<file path="config.mk">
export PLATFORM = sky130hd
export DESIGN_NAME = digit_serial_deserializer
export DESIGN_NICKNAME = d
export VERILOG_FILES = /design/src/rtl/digit_serial_pkg.sv /design/src/rtl/digit_serial_deserializer.sv
export SDC_FILE = /design/constraint.sdc
export NUM_CORES = 1
export LEC_CHECK = 0
export CAP_MARGIN = 10
export CORE_ASPECT_RATIO = 1.2
export CORE_MARGIN = 2
export CORE_UTILIZATION = 50
export CTS_CLUSTER_SIZE = 25
export DETAILED_ROUTE_END_ITERATION = 6
export PLACE_DENSITY = 0.76
export SETUP_SLACK_MARGIN = 0.3
export SYNTH_ARGS = -nofsm -noshare
export SYNTH_HDL_FRONTEND = slang
export SYNTH_SLANG_ARGS = --single-unit
</file>
<file path="constraint.sdc">
create_clock -name clk -period 2.6 [get_ports clk]
set_input_delay 0.26 -clock clk [delete_from_list [all_inputs] [get_ports clk]]
set_output_delay 0.26 -clock clk [all_outputs]
set_load 0.01 [all_outputs]
</file>
<file path="src/rtl/digit_serial_pkg.sv">
// Shared digit-serial datapath definitions: digit/word geometry and the types
// used by the adder, deserializer and serializer.
package digit_serial_pkg;
    localparam int DIGIT_W  = 4;
    localparam int N_DIGITS = 8;
    localparam int W        = DIGIT_W * N_DIGITS;
    localparam int CNT_W    = (N_DIGITS > 1) ? $clog2(N_DIGITS) : 1;

    typedef logic [DIGIT_W-1:0] digit_t;
    typedef logic [W-1:0]       word_t;
    typedef logic [CNT_W-1:0]   cnt_t;
endpackage

</file>
<file path="src/rtl/digit_serial_deserializer.sv">
// Reassembles LSD-first digits into parallel words behind a one-word output
// holding stage, flagging misplaced or missing s_first per word.
module digit_serial_deserializer
    import digit_serial_pkg::*;
(
    input  logic   clk,
    input  logic   reset_n,
    input  logic   s_valid,
    output logic   s_ready,
    input  digit_t s_digit,
    input  logic   s_first,
    input  logic   s_carry,
    output logic   m_valid,
    input  logic   m_ready,
    output word_t  m_data,
    output logic   m_carry,
    output logic   m_error
);

    localparam cnt_t LAST = cnt_t'(N_DIGITS - 1);

    cnt_t  cnt;
    logic  err;
    logic  accept;
    logic  restart;
    logic  missing;
    logic  complete;
    word_t shifted;

    // Only the last digit can be held back, and only while an unread word sits in the output stage.
    assign s_ready  = (cnt != LAST) || !m_valid || m_ready;
    assign accept   = s_valid && s_ready;
    assign restart  = s_first && (cnt != '0);
    assign missing  = !s_first && (cnt == '0);
    assign complete = (cnt == LAST) && !restart;

    generate
        if (N_DIGITS > 1) begin : g_sr
            logic [W-DIGIT_W-1:0] sr;

            always_ff @(posedge clk or negedge reset_n) begin
                if (!reset_n) begin
                    sr <= '0;
                end else if (accept) begin
                    sr <= shifted[W-1:DIGIT_W];
                end
            end

            assign shifted = {s_digit, sr};
        end else begin : g_single
            assign shifted = s_digit;
        end
    endgenerate

    always_ff @(posedge clk or negedge reset_n) begin
        if (!reset_n) begin
            cnt     <= '0;
            err     <= 1'b0;
            m_valid <= 1'b0;
            m_data  <= '0;
            m_carry <= 1'b0;
            m_error <= 1'b0;
        end else begin
            if (accept) begin
                if (complete) begin
                    cnt     <= '0;
                    err     <= 1'b0;
                    m_data  <= shifted;
                    m_carry <= s_carry;
                    m_error <= err | restart | missing;
                end else begin
                    cnt <= restart ? cnt_t'(1) : cnt + cnt_t'(1);
                    err <= err | restart | missing;
                end
            end
            if (accept && complete) begin
                m_valid <= 1'b1;
            end else if (m_ready) begin
                m_valid <= 1'b0;
            end
        end
    end

endmodule

</file>
# [Word level (Yosys, flattened, before mapping)]
# Index checks and enable logic that the tools add are counted.
[op_classes] eq_ne=2 bitwise=2 mux=5 reduce_logical=14 addsub=1
[ops] operator="$mux 3" count=2
[ops] operator="$logic_and 1x1->1" count=5
[ops] operator="$add 3x1->3 const B" count=1
[ops] operator="$eq 3x3->1 const B" count=1
[ops] operator="$logic_not 1->1" count=3
[ops] operator="$logic_not 3->1" count=1
[ops] operator="$mux 1" count=3
[ops] operator="$ne 3x3->1 const B" count=1
[ops] operator="$reduce_bool 3->1" count=1
[ops] operator="$logic_or 1x1->1" count=2
[ops] operator="$or 1x1->1" count=2
[ops] operator="$reduce_and 2->1" count=1
[ops] operator="$reduce_bool 2->1" count=1
[word_totals] elab_cells=31 regBits=67 in_bits=10 output_inout_bits=36

# [Depth between registers and ports, before layout]
# Gate-level depths: netlist (run 1).
[logic_depth] depth_word=6 mapped_depth=7 ltp_nobuf=5

# [Worst setup path before layout (run 1)]
# Ideal clock, no wire load.
[synth_path] kind="flip-flop to flip-flop" start="register cnt[0]" end="register g_sr.sr[18]" arrival_ns=1.733 n_path_buf=2 stages_incl_launch_ff=8 required_ns=2.475 synth_period_minus_slack_ns=1.857 slack_ns=0.743 setup_ns=0.125 path_cell_list="dfrtp_1 ha_1 ha_1 nand3b_1 nand2_1 buf_4 buf_4 mux2_2"
[synth_between] elab_chain_cells=4
[synth_lines] element="start: declaration" line_no="digit_serial_deserializer.sv:22" text="cnt_t cnt;"
[synth_lines] element="start signal: assignment" line_no="digit_serial_deserializer.sv:72" text="cnt <= restart ? cnt_t'(1) : cnt + cnt_t'(1);"
[synth_lines] element="$ne 3x3->1" line_no="digit_serial_deserializer.sv:31" text="assign s_ready = (cnt != LAST) || !m_valid || m_ready;"
[synth_lines] element="$logic_or 1x1->1 (2 in series)" line_no="digit_serial_deserializer.sv:31"
[synth_lines] element="named net s_ready" line_no="digit_serial_deserializer.sv:9" text="output logic s_ready,"
[synth_lines] element="$logic_and 1x1->1" line_no="digit_serial_deserializer.sv:32" text="assign accept = s_valid && s_ready;"
[synth_lines] element="end signal: assignment" line_no="digit_serial_deserializer.sv:45" text="sr <= shifted[W-1:DIGIT_W];"
[synth_lines] element="end: declaration" line_no="digit_serial_deserializer.sv:39" text="logic [W-DIGIT_W-1:0] sr;"
# The timed path passes the listed nets, and every way through them passes these cells.
# A chain may end at the register's enable or synchronous reset.

# [Final worst setup path (run 1)]
[layout_path] start="register cnt[0]" end="output port s_ready"
[layout_between] elab_chain_cells=3
[layout_lines] element="$ne 3x3->1" line_no="digit_serial_deserializer.sv:31"
[layout_lines] element="$logic_or 1x1->1 (2 in series)" line_no="digit_serial_deserializer.sv:31"
[layout_lines] element="end: declaration" line_no="digit_serial_deserializer.sv:9"
# Every way passes these cells.

==> results of run 1 <==
-- layout make-up --
type,count,area [um2]
clock buffer,12,135.1
clock inverter,3,40.04
fill,391,1856
inverter,3,11.26
multi-input combinational,91,925.9
sequential,67,1677
tap,62,77.57
timing repair buffer,51,503.0
-- flip-flops by register name, summed over array words and instances (netlist names) --
signal,count
m_carry,1
m_error,1
m_valid,1
err,1
cnt,3
g_sr.sr,28
m_data,32
-- per-stage QoR --
step	worst slack (ns)	utilization	power, mW	std cells
finish	0.3884	0.6449	3.341	289
global route	0.3179	0.6449	3.555	289
CTS	0.3425	0.6420	3.389	287
detailed placement	0.5660	0.6085	2.595	272
global placement	0.6465	0.6085	2.539	272
floorplan	0.7428	-	2.053	168
-- layout by cell type, fill, tap and decap left out, types with 2 or more instances in the layout --
cell	n
buf_4	5
clkinv_2	2
nand2b_1	2
a41o_1	2
mux2_2	57
clkbuf_1	3
nor2_1	3
inv_1	3
clkbuf_8	9
ha_1	3
a21oi_1	3
clkdlybuf4s50_1	44
nor2b_1	2
mux2_1	4
dfrtp_1	67
-- power groups by stage --
stage                     Clock [mW]  Combinational [mW]  Sequential [mW]
final                          0.776                1.00             1.56
after global routing           0.855                1.09             1.61
after CTS                      0.808                1.01             1.57
after detailed placement           0                1.01             1.59
after global placement             0               0.973             1.57
after floorplan                    0               0.421             1.63
-- how the worst min path moves through the flow --
stage	from	to	slack, ns	depth (start not counted)
after floorplan	reset_n	cnt[0]$_DFFE_PN0P_	-0.04	0
after global placement	reset_n	g_sr.sr[9]$_DFFE_PN0P_	0.44	1
after detailed placement	reset_n	m_data[2]$_DFFE_PN0P_	0.46	1
after CTS	reset_n	m_data[9]$_DFFE_PN0P_	0.10	1
after global routing	reset_n	m_data[2]$_DFFE_PN0P_	0.15	1
final	reset_n	m_data[2]$_DFFE_PN0P_	0.07	1
-- cell families (layout without fill, tap and decap cells) --
logic type | Yosys count | after routing
AOI/OAI and AO/OA | 11 | 11
xor gates and xnor gates | 1 | 1
adders and majority gates | 3 | 3
buffers and inverters | 10 | 69
DFF | 67 | 67
muxes | 62 | 62
and+or+nand+nor | 14 | 14
-- metal layers --
layer,wire length [um],GRT usage,vias to the layer above
li1,-,-,705
met3,191,0.03382,8
met1,1927,0.2118,766
met4,77,0.09777,0
met2,2126,0.2557,44
met5,0,0,-
==> results.cfg, run 1 <==
[run_status]
status = completed

[drt]
wirelength_um = 4322
drc_errors = 0
wire_per_inst_um = 14.96
ant_nets = 0
drtIter0Drc = 53
num_vias = 1523
drt_first_pass_iters = 4
via_per_inst = 5.270

[critical_path]
cp_max_fo = 5
cp_cell_sequence = ha_1, ha_1, nand3b_1, clkdlybuf4s50_1
timing.rr.start = cnt[0]$_DFFE_PN0P_
timing.critical_path.buf_inv = 1
worstPathArrival_ns = 1.95
r2r-end = g_sr.sr[19]$_DFFE_PN0P_
crit_end = s_ready
critPathMaxStageDelay_ns = 0.57
critPathKind = reg -> out
cp_top_family = buffers and inverters
critPathCaptureType = output pin
path_common_cell = ha_1
crit_slowest_cell = clkdlybuf4s50_1
start_kind = flip-flop
cp_num_cells = 4
cp.required_ns = 2.34
crit_start = cnt[0]$_DFFE_PN0P_
worstRegToRegCells = 7
reg2reg_slack_ns = 0.47

[sta]
drv_slew = 0
post-route-period-util = 0.8506
min_period_ns = 2.212
finalSetupTns_ns = 0
rsz0062_at_grt = no
finalHoldViolations = 0
worstMarginPinSlew_ns = 0.9274
fmax_mhz = 452.2
setup_violations = 0
whs_ns = 0.07121
slew_headroom = 0.3817
skew_ns = 0.005112

[yosys]
yosys-top-cells-area = dfrtp_1 63%, mux2_2 24%, mux2_1 1.7%
synthMuxAreaShare = 0.2609
synth-main-ff-cell = dfrtp_1
syn_nets = 181
ys_types = 29
synth-edff-count = 0
synthAdderAreaFrac = 0.01405
postSynthAreaPerCell_um2 = 15.90
synth_top_family_by_area = multiplexers
synth_seq_cells = 67
syn_area_mm2 = 0.002671
synth_top_area_frac = 0.6276
synth_xor_area_frac = 0.003279
yosysSeqAreaShare = 0.6276
async_flop_share = 1.000
synth_compound_area_frac = 0.03560
synth_cells = 168
synthSimpleGateAreaFrac = 0.03279
ys_warn_count = 0
netlist_top_cells_count = 67 x dfrtp_1, 57 x mux2_2, 4 x mux2_1
yosysMostFrequentCell = dfrtp_1
yosys.area.top_type = dfrtp_1

[cts]
cts_buffers = 9
htree_levels = 3
post_cts_buffers = 0
cts_resized = 0
holdBufCountCts = 0
cts_tree = built
clock-sinks = 67
clkTransAtPathRegs_ns = 0.06
clk_latency_ns = 0.32
clockBufferDepth = 2
cts_root_buf = clkbuf_8

[die]
core-area_mm2 = 0.005225
initial_core_util = 0.5113
die_h_um = 84.07
row_count = 29
dieArea_mm2 = 0.005946
boundaryPins = 46
die_x_um = 70.73

[grt]
grt_overflow = 0
first_global_vias = 1681
grt_max_degree = 45
grt_use_total = 0.1646
grt_first_pass_wirelength_um = 7603
antenna_found_initial = 0

[min_path]
hp-class = in -> async

[pwr]
leakagePower_nw = 1.527
switching_share = 0.2688
p_int_mw = 2.443
p_switching_mw = 0.8980
combPwrFrac = 0.300
seqPwrFrac = 0.468
irDropWorstVdd_mv = 0.6450
power_frac_clock = 0.232
powerDensity_mw_per_mm2 = 991.7

[final_layout]
nNetsFinal = 236
num_antenna_cells = 0
design_area_mm2 = 0.003369
syn_to_final_growth_pct = 26.14
drive_above_1_share = 0.3524

[placement]
placed_area_mm2 = 0.003179
routabilityCongestion = 0.8100
dp_hpwl_um = 2886
port_buffers = 45

[run]
cap_violations = 0
Power figures use the tool's default switching activity.
==> run 2: changes to the inputs <==
--- a/config.mk
+++ b/config.mk
@@ -8,10 +8,10 @@
 export CAP_MARGIN = 10
 export CORE_ASPECT_RATIO = 1.2
 export CORE_MARGIN = 2
-export CORE_UTILIZATION = 50
+export CORE_UTILIZATION = 45
 export CTS_CLUSTER_SIZE = 25
 export DETAILED_ROUTE_END_ITERATION = 6
-export PLACE_DENSITY = 0.76
+export PLACE_DENSITY = 0.7
 export SETUP_SLACK_MARGIN = 0.3
 export SYNTH_ARGS = -nofsm -noshare
 export SYNTH_HDL_FRONTEND = slang
==> run 2 against run 1 <==
Against the previous run:
- the flow now finishes with violations (negative hold slack)
- die area grew 11%
- fmax grew 3.2%
- flip-flop and latch count is the same
- cell area grew 1.1%
- power grew 1.2%
- clock power grew 4.5%
- first-iteration DRC count grew 110%
- critical path depth grew 3
- non-clock buffer count shrank 1
- critical path type is now reg -> reg
==> results.cfg, run 2 (synthesis results as in run 1) <==
[critical_path]
critPathCaptureType = flip-flop
critPathKind = reg -> reg
cp_max_fo = 29
worstRegToRegCells = 7
timing.rr.start = cnt[0]$_DFFE_PN0P_
worstPathArrival_ns = 2.36
start_kind = flip-flop
reg2reg_slack_ns = 0.46
r2r-end = g_sr.sr[17]$_DFFE_PN0P_
cp.required_ns = 2.82

[pwr]
powerDensity_mw_per_mm2 = 993.3
irDropWorstVdd_mv = 0.5513
leakagePower_nw = 1.531

[sta]
whs_ns = -0.01627
finalSetupTns_ns = 0
worstMarginPinSlew_ns = 0.7372
fmax_mhz = 466.7
setup_violations = 0
skew_ns = 0.007573
drv_slew = 0
slew_headroom = 0.5085
min_period_ns = 2.143
post-route-period-util = 0.8242
rsz0062_at_grt = no
finalHoldViolations = 17

[grt]
grt_first_pass_wirelength_um = 7948
first_global_vias = 1643
grt_max_degree = 37
grt_overflow = 0
antenna_found_initial = 0
grt_use_total = 0.1635

[drt]
drc_errors = 0
num_vias = 1546
drt_first_pass_iters = 4
wirelength_um = 4680
via_per_inst = 5.069
ant_nets = 0
wire_per_inst_um = 15.34
drtIter0Drc = 111

[cts]
clockBufferDepth = 2
clock-sinks = 67
clkTransAtPathRegs_ns = 0.07
htree_levels = 3
clk_latency_ns = 0.33
cts_root_buf = clkbuf_8
cts_tree = built
cts_buffers = 9

[min_path]
hp-class = in -> async

[die]
row_count = 30
die_h_um = 88.40
initial_core_util = 0.4682
core-area_mm2 = 0.005705
die_x_um = 74.34
boundaryPins = 46
dieArea_mm2 = 0.006571

[placement]
routabilityCongestion = 0.7616
placed_area_mm2 = 0.003207
port_buffers = 45
dp_hpwl_um = 3137

[final_layout]
most-common-layout-cells = 67 x dfrtp_1, 57 x mux2_2, 43 x clkdlybuf4s50_1, 10 x clkbuf_8, 4 x mux2_1
nNetsFinal = 235
syn_to_final_growth_pct = 27.49
design_area_mm2 = 0.003406
final_common_cell = dfrtp_1
top_register = m_data
num-fill-cells = 477
num_antenna_cells = 0
top_regs = m_data x32, g_sr.sr x28, cnt x3
largest_reg_flops = 32
drive_above_1_share = 0.3556

[run_status]
status = complete, but fails checks
violations = negative hold slack

[run]
cap_violations = 0
## run 2: cell types whose count changed in the layout (fill, tap and decap cells not counted)
cell / delta
buf_12: +1
buf_4: -2
clkbuf_1: -2
clkbuf_8: +1
clkdlybuf4s50_1: -1
dlymetal6s2s_1: +1
## run 2: layout make-up
cell class	instances	area, um2	area share
clock buffer	11	141.4	0.04151
clock inverter	3	40.04	0.01176
inverter	3	11.26	0.003306
multi-input combinational	91	925.9	0.2719
sequential	67	1677	0.4923
tap	80	100.1	0.02939
timing repair buffer	50	510.5	0.1499
## run 2: power by group
group | total (mW) | internal [mW] | switching [mW]
Clock | 0.811 | 0.455 | 0.356
Combinational | 1.00 | 0.637 | 0.367
Sequential | 1.57 | 1.37 | 0.198
## run 2: worst max-delay path by stage
stage | from | endpoint | slack [ns]
4_1_cts | cnt[0]$_DFFE_PN0P_ | s_ready | 0.33
5_1_grt | cnt[0]$_DFFE_PN0P_ | g_sr.sr[17]$_DFFE_PN0P_ | 0.32
3_5_place_dp | s_valid | m_data[30]$_DFFE_PN0P_ | 0.54
3_3_place_gp | s_valid | m_data[28]$_DFFE_PN0P_ | 0.64
2_1_floorplan | cnt[0]$_DFFE_PN0P_ | g_sr.sr[18]$_DFFE_PN0P_ | 0.74
6_report | cnt[0]$_DFFE_PN0P_ | g_sr.sr[17]$_DFFE_PN0P_ | 0.46
## run 2: what timing repair did
item | in CTS | in global routing
gates resized for setup | 0 | 1
setup endpoints to repair | 0 | 1
hold buffers | 0 | 0
buffers inserted | 0 | 2
## run 2: stage by stage
| step | hold WS [ns] | std cells | power [mW] | worst slack, ns | util |
|---|---|---|---|---|---|
| after floorplan | -0.03559 | 168 | 2.053 | 0.7428 | - |
| after CTS | 0.0008447 | 303 | 3.427 | 0.3276 | 0.5939 |
| after global routing | 0.02726 | 305 | 3.586 | 0.3187 | 0.5969 |
| after global placement | 0.3480 | 289 | 2.547 | 0.6403 | 0.5621 |
| after detailed placement | 0.3695 | 289 | 2.608 | 0.5440 | 0.5621 |
| final | -0.01627 | 305 | 3.383 | 0.4571 | 0.5969 |
## run 2: per-layer routing
metal,global-route usage,share of wire
met1,0.2089,0.42
met3,0.05239,0.045
met4,0.07468,0.023
met5,0,0
met2,0.2549,0.51
## run 2: critical path, cell delays in order (launching register included)
cell and delay [ns]:
dfrtp_1 0.37, ha_1 0.16, ha_1 0.27, nand3b_1 0.21
buf_4 0.19, nand2_1 0.06, buf_4 0.37, mux2_2 0.39
==> run 3: changes to the inputs <==
==> constraint.sdc (replaced) <==
create_clock -name clk -period 2.2 [get_ports clk]
set_input_delay 0.22 -clock clk [delete_from_list [all_inputs] [get_ports clk]]
set_output_delay 0.22 -clock clk [all_outputs]
set_load 0.01 [all_outputs]
==> run 3 against run 2 <==
Against the previous run:
- the run now ends clean
- power is 23% higher
- sequential share of layout area decreased by 2.3 points
- sequential power up 18%
- die area is the same
- core utilization increased by 2.9 points
- worst setup slack worse by 0.073 ns
- first-iteration DRC count decreased by 29%
- non-clock buffer count grew 8
- wire length rose by 7.0%
- final cell count increased by 3.3%
- cell area is 4.8% higher
- critical path type unchanged
- largest power group unchanged
==> results.cfg, run 3 (synthesis results as in run 1) <==
[run_status]
status = completed

[pwr]
leakagePower_nw = 1.600
powerDensity_mw_per_mm2 = 1164
total_power_mw = 4.156
irDropWorstVdd_mv = 0.7122

[critical_path]
cp_top_family = buffers and inverters
critPathMaxStageDelay_ns = 0.39
worstPathArrival_ns = 2.03
crit_slowest_cell = dfrtp_1
timing.rr.start = cnt[0]$_DFFE_PN0P_
cp_max_fo = 8
cp_cell_sequence = inv_1, ha_2, nand2b_4, a211oi_4, buf_4, buf_6, mux2_2
r2r-end = m_data[3]$_DFFE_PN0P_
cp.required_ns = 2.41
critPathKind = reg -> reg
start_kind = flip-flop
reg2reg_slack_ns = 0.38
timing.critical_path.buf_inv = 3
critPathCaptureType = flip-flop
worstRegToRegCells = 7

[sta]
setup_violations = 0
rsz0062_at_grt = no
skew_ns = 0.008065
finalSetupTns_ns = 0
slew_headroom = 0.4475
fmax_mhz = 550.8
drv_slew = 0
min_period_ns = 1.816
worstMarginPinSlew_ns = 0.8287
finalHoldViolations = 0
post-route-period-util = 0.8253

[die]
boundaryPins = 46
row_count = 30
die_x_um = 74.34
die_h_um = 88.40
initial_core_util = 0.4682
core-area_mm2 = 0.005705
dieArea_mm2 = 0.006571

[cts]
clk_latency_ns = 0.33
cts_tree = built
htree_levels = 3
cts_buffers = 9
cts_root_buf = clkbuf_8
holdBufCountCts = 0
clockBufferDepth = 2
clock-sinks = 67
clkTransAtPathRegs_ns = 0.07

[drt]
ant_nets = 0
drtIter0Drc = 79
via_per_inst = 4.987
drc_errors = 0
wirelength_um = 5008
wire_per_inst_um = 15.90
num_vias = 1571
drt_first_pass_iters = 4

[placement]
dp_hpwl_um = 3040
routabilityCongestion = 0.7945
port_buffers = 45
place_inst = 291

[final_layout]
top_register = m_data
final_common_cell = dfrtp_1
top_regs = m_data x32, g_sr.sr x28, cnt x3
largest_reg_flops = 32
stdcell_count = 315
most-common-layout-cells = 67 x dfrtp_1, 57 x mux2_2, 43 x clkdlybuf4s50_1, 12 x clkbuf_8, 6 x buf_4
nNetsFinal = 243
num-fill-cells = 447
num_antenna_cells = 0
drive_above_1_share = 0.4043
final_util = 0.6257
syn_to_final_growth_pct = 33.63

[grt]
grt_first_pass_wirelength_um = 7548
grt_overflow = 0
grt_max_degree = 68
first_global_vias = 1617
antenna_found_initial = 0
grt_use_total = 0.1535

[min_path]
hp-class = in -> async

[run]
cap_violations = 0
-- run 3: cell count changes in the layout (fill, tap and decap cells not counted), sizes merged --
| cell | previous run | this run |
|---|---|---|
| clkbuf | 11 | 14 |
| dlymetal6s2s | 1 | 0 |
| dlygate4sd2 | 0 | 1 |
| clkinvlp | 0 | 1 |
| buf | 6 | 12 |
-- run 3: layer usage --
metal  global-route usage  up-vias  share of wire
met5                    0        -              0
met4              0.05844        0         0.0086
met3              0.05467        5          0.039
met2               0.2476       36           0.51
met1               0.1905      803           0.45
li1                     -      727              -
-- run 3: final cells by class --
type                       instances  area, um2  share of cell area
clock buffer                      12      165.2             0.04627
clock inverter                     4      47.55             0.01332
inverter                           3      11.26            0.003155
multi-input combinational         91      955.9              0.2678
sequential                        67       1677              0.4697
tap                               80      100.1             0.02804
timing repair buffer              58      613.1              0.1717
-- run 3: where the power goes --
part / leakage, nW / switching, mW / total, mW / internal, mW
Combinational: 0.645 / 0.452 / 1.25 / 0.796
Clock: 0.108 / 0.436 / 1.05 / 0.612
Sequential: 0.847 / 0.240 / 1.86 / 1.62
Total: 1.60 / 1.13 / 4.16 / 3.03
-- run 3: worst max path at each step --
stage / from / endpoint / slack (ns) / depth (start not counted)
3_3_place_gp: s_valid / m_carry$_DFFE_PN0P_ / 0.24 / 5
6_report: cnt[0]$_DFFE_PN0P_ / m_data[3]$_DFFE_PN0P_ / 0.38 / 7
4_1_cts: cnt[0]$_DFFE_PN0P_ / m_data[3]$_DFFE_PN0P_ / 0.28 / 6
5_1_grt: cnt[0]$_DFFE_PN0P_ / m_data[19]$_DFFE_PN0P_ / 0.32 / 7
3_5_place_dp: s_valid / m_data[3]$_DFFE_PN0P_ / 0.16 / 5
2_1_floorplan: cnt[0]$_DFFE_PN0P_ / g_sr.sr[18]$_DFFE_PN0P_ / 0.34 / 7
-- run 3: stage by stage --
stage | cell area, um2 | hold WS (ns) | setup slack [ns]
6_report | 3570 | 0.05670 | 0.3843
5_1_grt | 3570 | 0.1287 | 0.3216
4_1_cts | 3445 | 0.09576 | 0.2769
3_5_place_dp | 3222 | 0.4539 | 0.1558
3_3_place_gp | 3222 | 0.4359 | 0.2383
2_1_floorplan | 2671 | -0.07559 | 0.3428
-- run 3: repair_timing --
action | CTS | global route
gates resized for setup | 2 | 9
setup buffers | 1 | 3
pin swaps | 1 | 1
gates cloned | 0 | 4
endpoints found under the setup margin | 16 | 62
